==> src/rtl/led_scanner_pkg.sv <==
// Shared types and helpers for the LED sweep engine: run modes, sweep direction and the fill-bar mask.
package led_scanner_pkg;

    typedef enum logic [1:0] {
        MODE_BOUNCE  = 2'b00,
        MODE_WRAP_UP = 2'b01,
        MODE_WRAP_DN = 2'b10,
        MODE_FILL    = 2'b11
    } mode_t;

    typedef enum logic {
        DIR_UP = 1'b0,
        DIR_DN = 1'b1
    } dir_t;

    localparam int unsigned MAX_LEDS = 64;

    // Bits [pos:0] set, limited to the lowest n bits.
    function automatic logic [MAX_LEDS-1:0] fill_mask(input int unsigned pos, input int unsigned n);
        logic [MAX_LEDS-1:0] ones;
        logic [MAX_LEDS-1:0] bar;
        logic [MAX_LEDS-1:0] lim;
        ones = '1;
        bar  = (pos >= MAX_LEDS) ? ones : ~(ones << (pos + 1));
        lim  = (n >= MAX_LEDS) ? ones : ~(ones << n);
        return bar & lim;
    endfunction

endpackage

==> src/rtl/led_scanner_tick.sv <==
// Free-running prescaler: TICK strobes once every PRESCALE enabled cycles; CLEAR restarts the count.
module tick_gen #(
    parameter int unsigned PRESCALE = 1250000
) (
    input  logic CLK,
    input  logic RSTn,
    input  logic ENABLE,
    input  logic CLEAR,
    output logic TICK
);

    localparam int unsigned CNT_W = (PRESCALE > 1) ? $clog2(PRESCALE) : 1;
    localparam logic [CNT_W-1:0] LAST = CNT_W'(PRESCALE - 1);

    logic [CNT_W-1:0] cnt_q, cnt_d;
    logic             at_last;

    assign at_last = (cnt_q == LAST);

    always_comb begin
        cnt_d = cnt_q;
        if (CLEAR) begin
            cnt_d = '0;
        end else if (ENABLE) begin
            cnt_d = at_last ? '0 : cnt_q + CNT_W'(1);
        end
    end

    always_ff @(posedge CLK or negedge RSTn) begin
        if (!RSTn) begin
            cnt_q <= '0;
        end else begin
            cnt_q <= cnt_d;
        end
    end

    assign TICK = ENABLE && !CLEAR && at_last;

endmodule

==> src/rtl/led_scanner.sv <==
// LED sweep engine (bounce / wrap-up / wrap-down / bar-fill) stepped by tick_gen.
// Optional LED_SCANNER_TRAIL_EN: one-hot modes also light the previous position.
//   state  | meaning
//   DIR_UP | stepping toward MSB
//   DIR_DN | stepping toward LSB
import led_scanner_pkg::*;

module led_scanner #(
    parameter  int unsigned N_LEDS   = 8,
    parameter  int unsigned PRESCALE = 1250000,
    localparam int unsigned POS_W    = $clog2(N_LEDS)
) (
    input  logic              CLK,
    input  logic              RSTn,
    input  logic              ENABLE,
    input  logic              CLEAR,
    input  logic [1:0]        MODE,
    output logic [N_LEDS-1:0] LEDS,
    output logic [POS_W-1:0]  POS,
    output logic              DIR,
    output logic              TICK,
    output logic              SWEEP
);

    localparam logic [POS_W-1:0] POS_MAX = POS_W'(N_LEDS - 1);
    localparam logic [POS_W-1:0] POS_ONE = POS_W'(1);

    logic              tick;
    logic [POS_W-1:0]  pos_q, pos_d;
    dir_t              dir_q, dir_d;
    logic [N_LEDS-1:0] leds_q, leds_d;
    logic              sweep_q, sweep_d;
    logic              pos_bad;
    logic              go_up;
    mode_t             mode;

    tick_gen #(.PRESCALE(PRESCALE)) u_tick_gen (
        .CLK    (CLK),
        .RSTn   (RSTn),
        .ENABLE (ENABLE),
        .CLEAR  (CLEAR),
        .TICK   (tick)
    );

    // Out-of-range codes only exist when N_LEDS is not a power of two.
    generate
        if (N_LEDS != (2 ** POS_W)) begin : g_sparse
            assign pos_bad = (pos_q > POS_MAX);
        end else begin : g_dense
            assign pos_bad = 1'b0;
        end
    endgenerate

    always_ff @(posedge CLK or negedge RSTn) begin
        if (!RSTn) begin
            pos_q   <= '0;
            dir_q   <= DIR_UP;
            leds_q  <= N_LEDS'(1);
            sweep_q <= 1'b0;
        end else begin
            pos_q   <= pos_d;
            dir_q   <= dir_d;
            leds_q  <= leds_d;
            sweep_q <= sweep_d;
        end
    end

    always_comb begin
        mode    = mode_t'(MODE);
        go_up   = 1'b0;
        pos_d   = pos_q;
        dir_d   = dir_q;
        leds_d  = leds_q;
        sweep_d = 1'b0;
        if (CLEAR) begin
            pos_d  = '0;
            dir_d  = DIR_UP;
            leds_d = N_LEDS'(1);
        end else if (tick) begin
            case (mode)
                MODE_WRAP_UP: begin
                    pos_d = (pos_q == POS_MAX) ? '0 : pos_q + POS_ONE;
                    dir_d = DIR_UP;
                end
                MODE_WRAP_DN: begin
                    pos_d = (pos_q == '0) ? POS_MAX : pos_q - POS_ONE;
                    dir_d = DIR_DN;
                end
                default: begin
                    // Turn at an endpoint even if DIR was left pointing outward by a wrap mode.
                    go_up = (dir_q == DIR_UP) ? (pos_q != POS_MAX) : (pos_q == '0);
                    pos_d = go_up ? pos_q + POS_ONE : pos_q - POS_ONE;
                    dir_d = go_up ? DIR_UP : DIR_DN;
                    if (pos_d == POS_MAX) begin
                        dir_d = DIR_DN;
                    end else if (pos_d == '0) begin
                        dir_d = DIR_UP;
                    end
                end
            endcase
            if (pos_bad) begin
                pos_d = '0;
                if (mode == MODE_BOUNCE || mode == MODE_FILL) begin
                    dir_d = DIR_UP;
                end
            end
            case (mode)
                MODE_WRAP_UP: sweep_d = (pos_d == '0);
                MODE_WRAP_DN: sweep_d = (pos_d == POS_MAX);
                default:      sweep_d = (pos_d == '0) || (pos_d == POS_MAX);
            endcase
            if (mode == MODE_FILL) begin
                leds_d = N_LEDS'(fill_mask(32'(pos_d), N_LEDS));
            end else begin
`ifdef LED_SCANNER_TRAIL_EN
                leds_d = (N_LEDS'(1) << pos_d) | (N_LEDS'(1) << pos_q);
`else
                leds_d = N_LEDS'(1) << pos_d;
`endif
            end
        end
    end

    always_comb begin
        LEDS  = leds_q;
        POS   = pos_q;
        DIR   = dir_q;
        TICK  = tick;
        SWEEP = sweep_q;
    end

endmodule

==> config.mk <==
export PLATFORM = sky130hd
export DESIGN_NAME = led_scanner
export DESIGN_NICKNAME = d
export VERILOG_FILES = /design/src/rtl/led_scanner_pkg.sv /design/src/rtl/led_scanner_tick.sv /design/src/rtl/led_scanner.sv
export SDC_FILE = /design/constraint.sdc
export NUM_CORES = 1
export LEC_CHECK = 0
export ABC_AREA = 0
export ABC_CLOCK_PERIOD_IN_PS = 3400
export BUFFER_PORTS_ARGS = -buffer_cell sky130_fd_sc_hd__buf_4
export CORE_ASPECT_RATIO = 0.5
export CORE_MARGIN = 4
export CORE_UTILIZATION = 41
export CTS_CLUSTER_SIZE = 30
export DETAILED_ROUTE_END_ITERATION = 7
export GPL_ROUTABILITY_DRIVEN = 0
export PLACE_DENSITY = 0.65
export RECOVER_POWER = 50
export SLEW_MARGIN = 20
export SYNTH_ARGS = -nofsm -noshare
export SYNTH_HDL_FRONTEND = slang
export SYNTH_HIERARCHICAL = 1
export SYNTH_SLANG_ARGS = --single-unit
==> constraint.sdc <==
create_clock -name CLK -period 3.4 [get_ports CLK]
set_input_delay 0.34 -clock CLK [delete_from_list [all_inputs] [get_ports CLK]]
set_output_delay 0.34 -clock CLK [all_outputs]
set_load 0.05 [all_outputs]
==> results.toml <==
[global_routing]
grt_pass1_wl_um = 9500
grt_max_degree = 35
overflow = 0
grt_pass1_vias = 2043
grtUsageTotal_pct = 15.7
antenna_found_initial = 0

[die]
die_w_um = 116
io-pin-count = 20
row_count = 19
initial_utilization_pct = 43.1
die_area_sq_um = 7230
coreArea_sq_um = 5590
die_h_um = 62.2

[status]
violations = "capacitance limit, slew limit"
status = "finished with violations"

[final_layout]
layout_common_cells = "nand2_1, dfrtp_1, nor2_1, ha_1, nand3_1"
fin_nets = 315
stdcell_area_sq_um = 2760
drive_gt1_share_pct = 15.0
layout_commonest_cell = "nand2_1"
utilization_pct = 49.4
diodes = 0
area_growth_pct = 14.8

[pwr]
pwr_density_cell_nw_per_um2 = 370
leakage_nw = 1.18
ir_drop_v = 0.000215

[sta]
worstMarginPinSlew_ns = 1.89
slew_viol_final = 35
max_freq_mhz = 346
setup_tns_ns = 0
hold_viol = 0
slew_headroom_pct = -25.9
setup_viol = 0
fin_crit_ns = 2.89
grt_setup_unrepaired = "false"
min_period_over_period_pct = 85.0
skew_ns = 0.00685

[yosys]
synth_top_flop_cell = "dfrtp_1"
syn_avg_cell_area_sq_um = 8.81
syn_inst = 273
synthArstFlopShare_pct = 100
ys_top_cells_by_area = "dfrtp_1, ha_1, nand2_1"
ys_seq_elements = 34
yosysWarnings = 6
synth_largest_area_cell = "dfrtp_1"
yosys.cell_types.count = 61
ys_seq_area_share_pct = 35.4
synth_edf_count = 0
synth_nets = 295
synth_top_area_share_pct = 34.3
syn_area_sq_um = 2410

[worst_hold_path]
hold_depth = 2
hp-class = "input pin to flop"

[critical_path]
regToRegStartpoint = "POS[0]$_DFFE_PN0P_"
end_kind = "flop"
crit_end = "LEDS[6]$_DFFE_PN0P_"
critical_path_class = "flop to flop"
start_kind = "flop"
r2r_cells = 9
crit_arrival_ns = 3.04
r2r_setup_slack_ns = 0.51
cp_max_fo = 8
setup.worst_path.start = "POS[0]$_DFFE_PN0P_"
worst_r2r_endpoint = "LEDS[6]$_DFFE_PN0P_"
required_ns = 3.55

[cts]
cts_root_buf = "clkbuf_16"
clkSinkCount = 34
cts.htree.levels = 2
post_cts_buffers = 0
postCtsResizedCells = 0
path_clk_slew_ns = 0.06
hold_buffers = 0
clockBufferDepth = 2
cts_tree = "done"
insertion_delay_ns = 0.28
cts-buffers-inserted = 5

[place]
dp.final_hpwl_um = 3990
placed_area_sq_um = 2620
io_buffers = 19

[detailed_routing]
via_per_inst = 5.86
drc = 0
wire_per_inst_um = 15.2
postRouteAntennaNets = 0
drtPass1Iterations = 5
wl_um = 5590
vias = 2150
drt_first_iter_violations = 163

[job]
cap_violations = 1
## worst max-delay path, cell delays in order, from the launching register on
cell and delay (ns):
dfrtp_1 0.45, ha_1 0.27, ha_1 0.26, o21ba_2 0.24
a2111oi_2 0.40, a31oi_2 0.13, ha_1 0.26, ha_1 0.32
a221oi_1 0.32, a211oi_2 0.12
## sequential cells by signal (all words and copies together) (netlist names)
name and flops:
POS 3, SWEEP 1, u_tick_gen/cnt_q 21, LEDS 8
DIR 1
## worst min-delay path by stage
stage,end,from
4_1_cts,u_tick_gen/cnt_q[11]$_DFFE_PN0P_,RSTn
6_report,u_tick_gen/cnt_q[4]$_DFFE_PN0P_,CLEAR
3_5_place_dp,u_tick_gen/cnt_q[19]$_DFFE_PN0P_,RSTn
3_3_place_gp,u_tick_gen/cnt_q[19]$_DFFE_PN0P_,RSTn
5_1_grt,u_tick_gen/cnt_q[18]$_DFFE_PN0P_,CLEAR
2_1_floorplan,DIR$_DFFE_PN0P_,RSTn
## power breakdown
part	internal [mW]	total (mW)	switching [mW]	leakage, nW
Clock	0.343	0.510	0.168	0.0836
Sequential	0.407	0.410	0.00298	0.470
Combinational	0.0340	0.100	0.0664	0.629
## synth_stat cells, types with 2 or more instances
master,number
ha_1,16
nor2b_1,3
and3_1,2
or3_1,3
nand2b_1,5
a21bo_2,2
or2_2,2
nand3_1,16
a21oi_1,13
a211oi_2,3
inv_1,14
nand2_1,34
nand3b_1,6
clkbuf_1,2
and4_1,3
a21boi_0,2
dfrtp_1,33
nand4_1,6
buf_1,2
mux2i_1,5
nor3_1,9
o21bai_1,3
o21ai_0,13
nand3_2,3
a221oi_1,2
buf_2,5
a31oi_1,14
nor2_1,16
a211oi_1,4
## per-layer routing
layer	global-route usage (%)	part of all wire [%]	vias up
met4	4.63	1.1	0
met3	2.91	4.2	12
met1	21.7	49	1034
met2	25.0	46	52
met5	0	0	-
li1	-	-	1052
## area by class of cell
class                      count  area (sq um)
fill                         540          2830
multi-input combinational    215          1450
sequential                    34           852
timing repair buffer          22           139
clock buffer                   5           125
tap                           73          91.3
inverter                      15          61.3
clock inverter                 3          40.0
## stage by stage
step	std cells	setup WS (ns)	hold WS (ns)	power, mW
2_1_floorplan	273	0.477	0.0444	0.483
3_3_place_gp	359	0.625	0.314	0.516
3_5_place_dp	359	0.519	0.324	0.518
4_1_cts	367	0.522	0.0282	1.03
5_1_grt	367	0.385	0.393	1.06
6_report	367	0.511	0.366	1.02
## cell families (layout without fill, tap and decap cells)
family / count (synthesis) / in the layout / synth area share (%)
XOR/XNOR: 1 / 1 / 0.364
AO/OA/AOI/OAI: 74 / 74 / 22.5
adder cells (fa/ha/maj): 16 / 16 / 8.32
flip-flops: 34 / 34 / 35.4
AND/OR/NAND/NOR: 119 / 119 / 27.1
multiplexers: 5 / 5 / 2.08
buffers and inverters: 24 / 45 / 4.21
(Power assumes the default switching activity.)
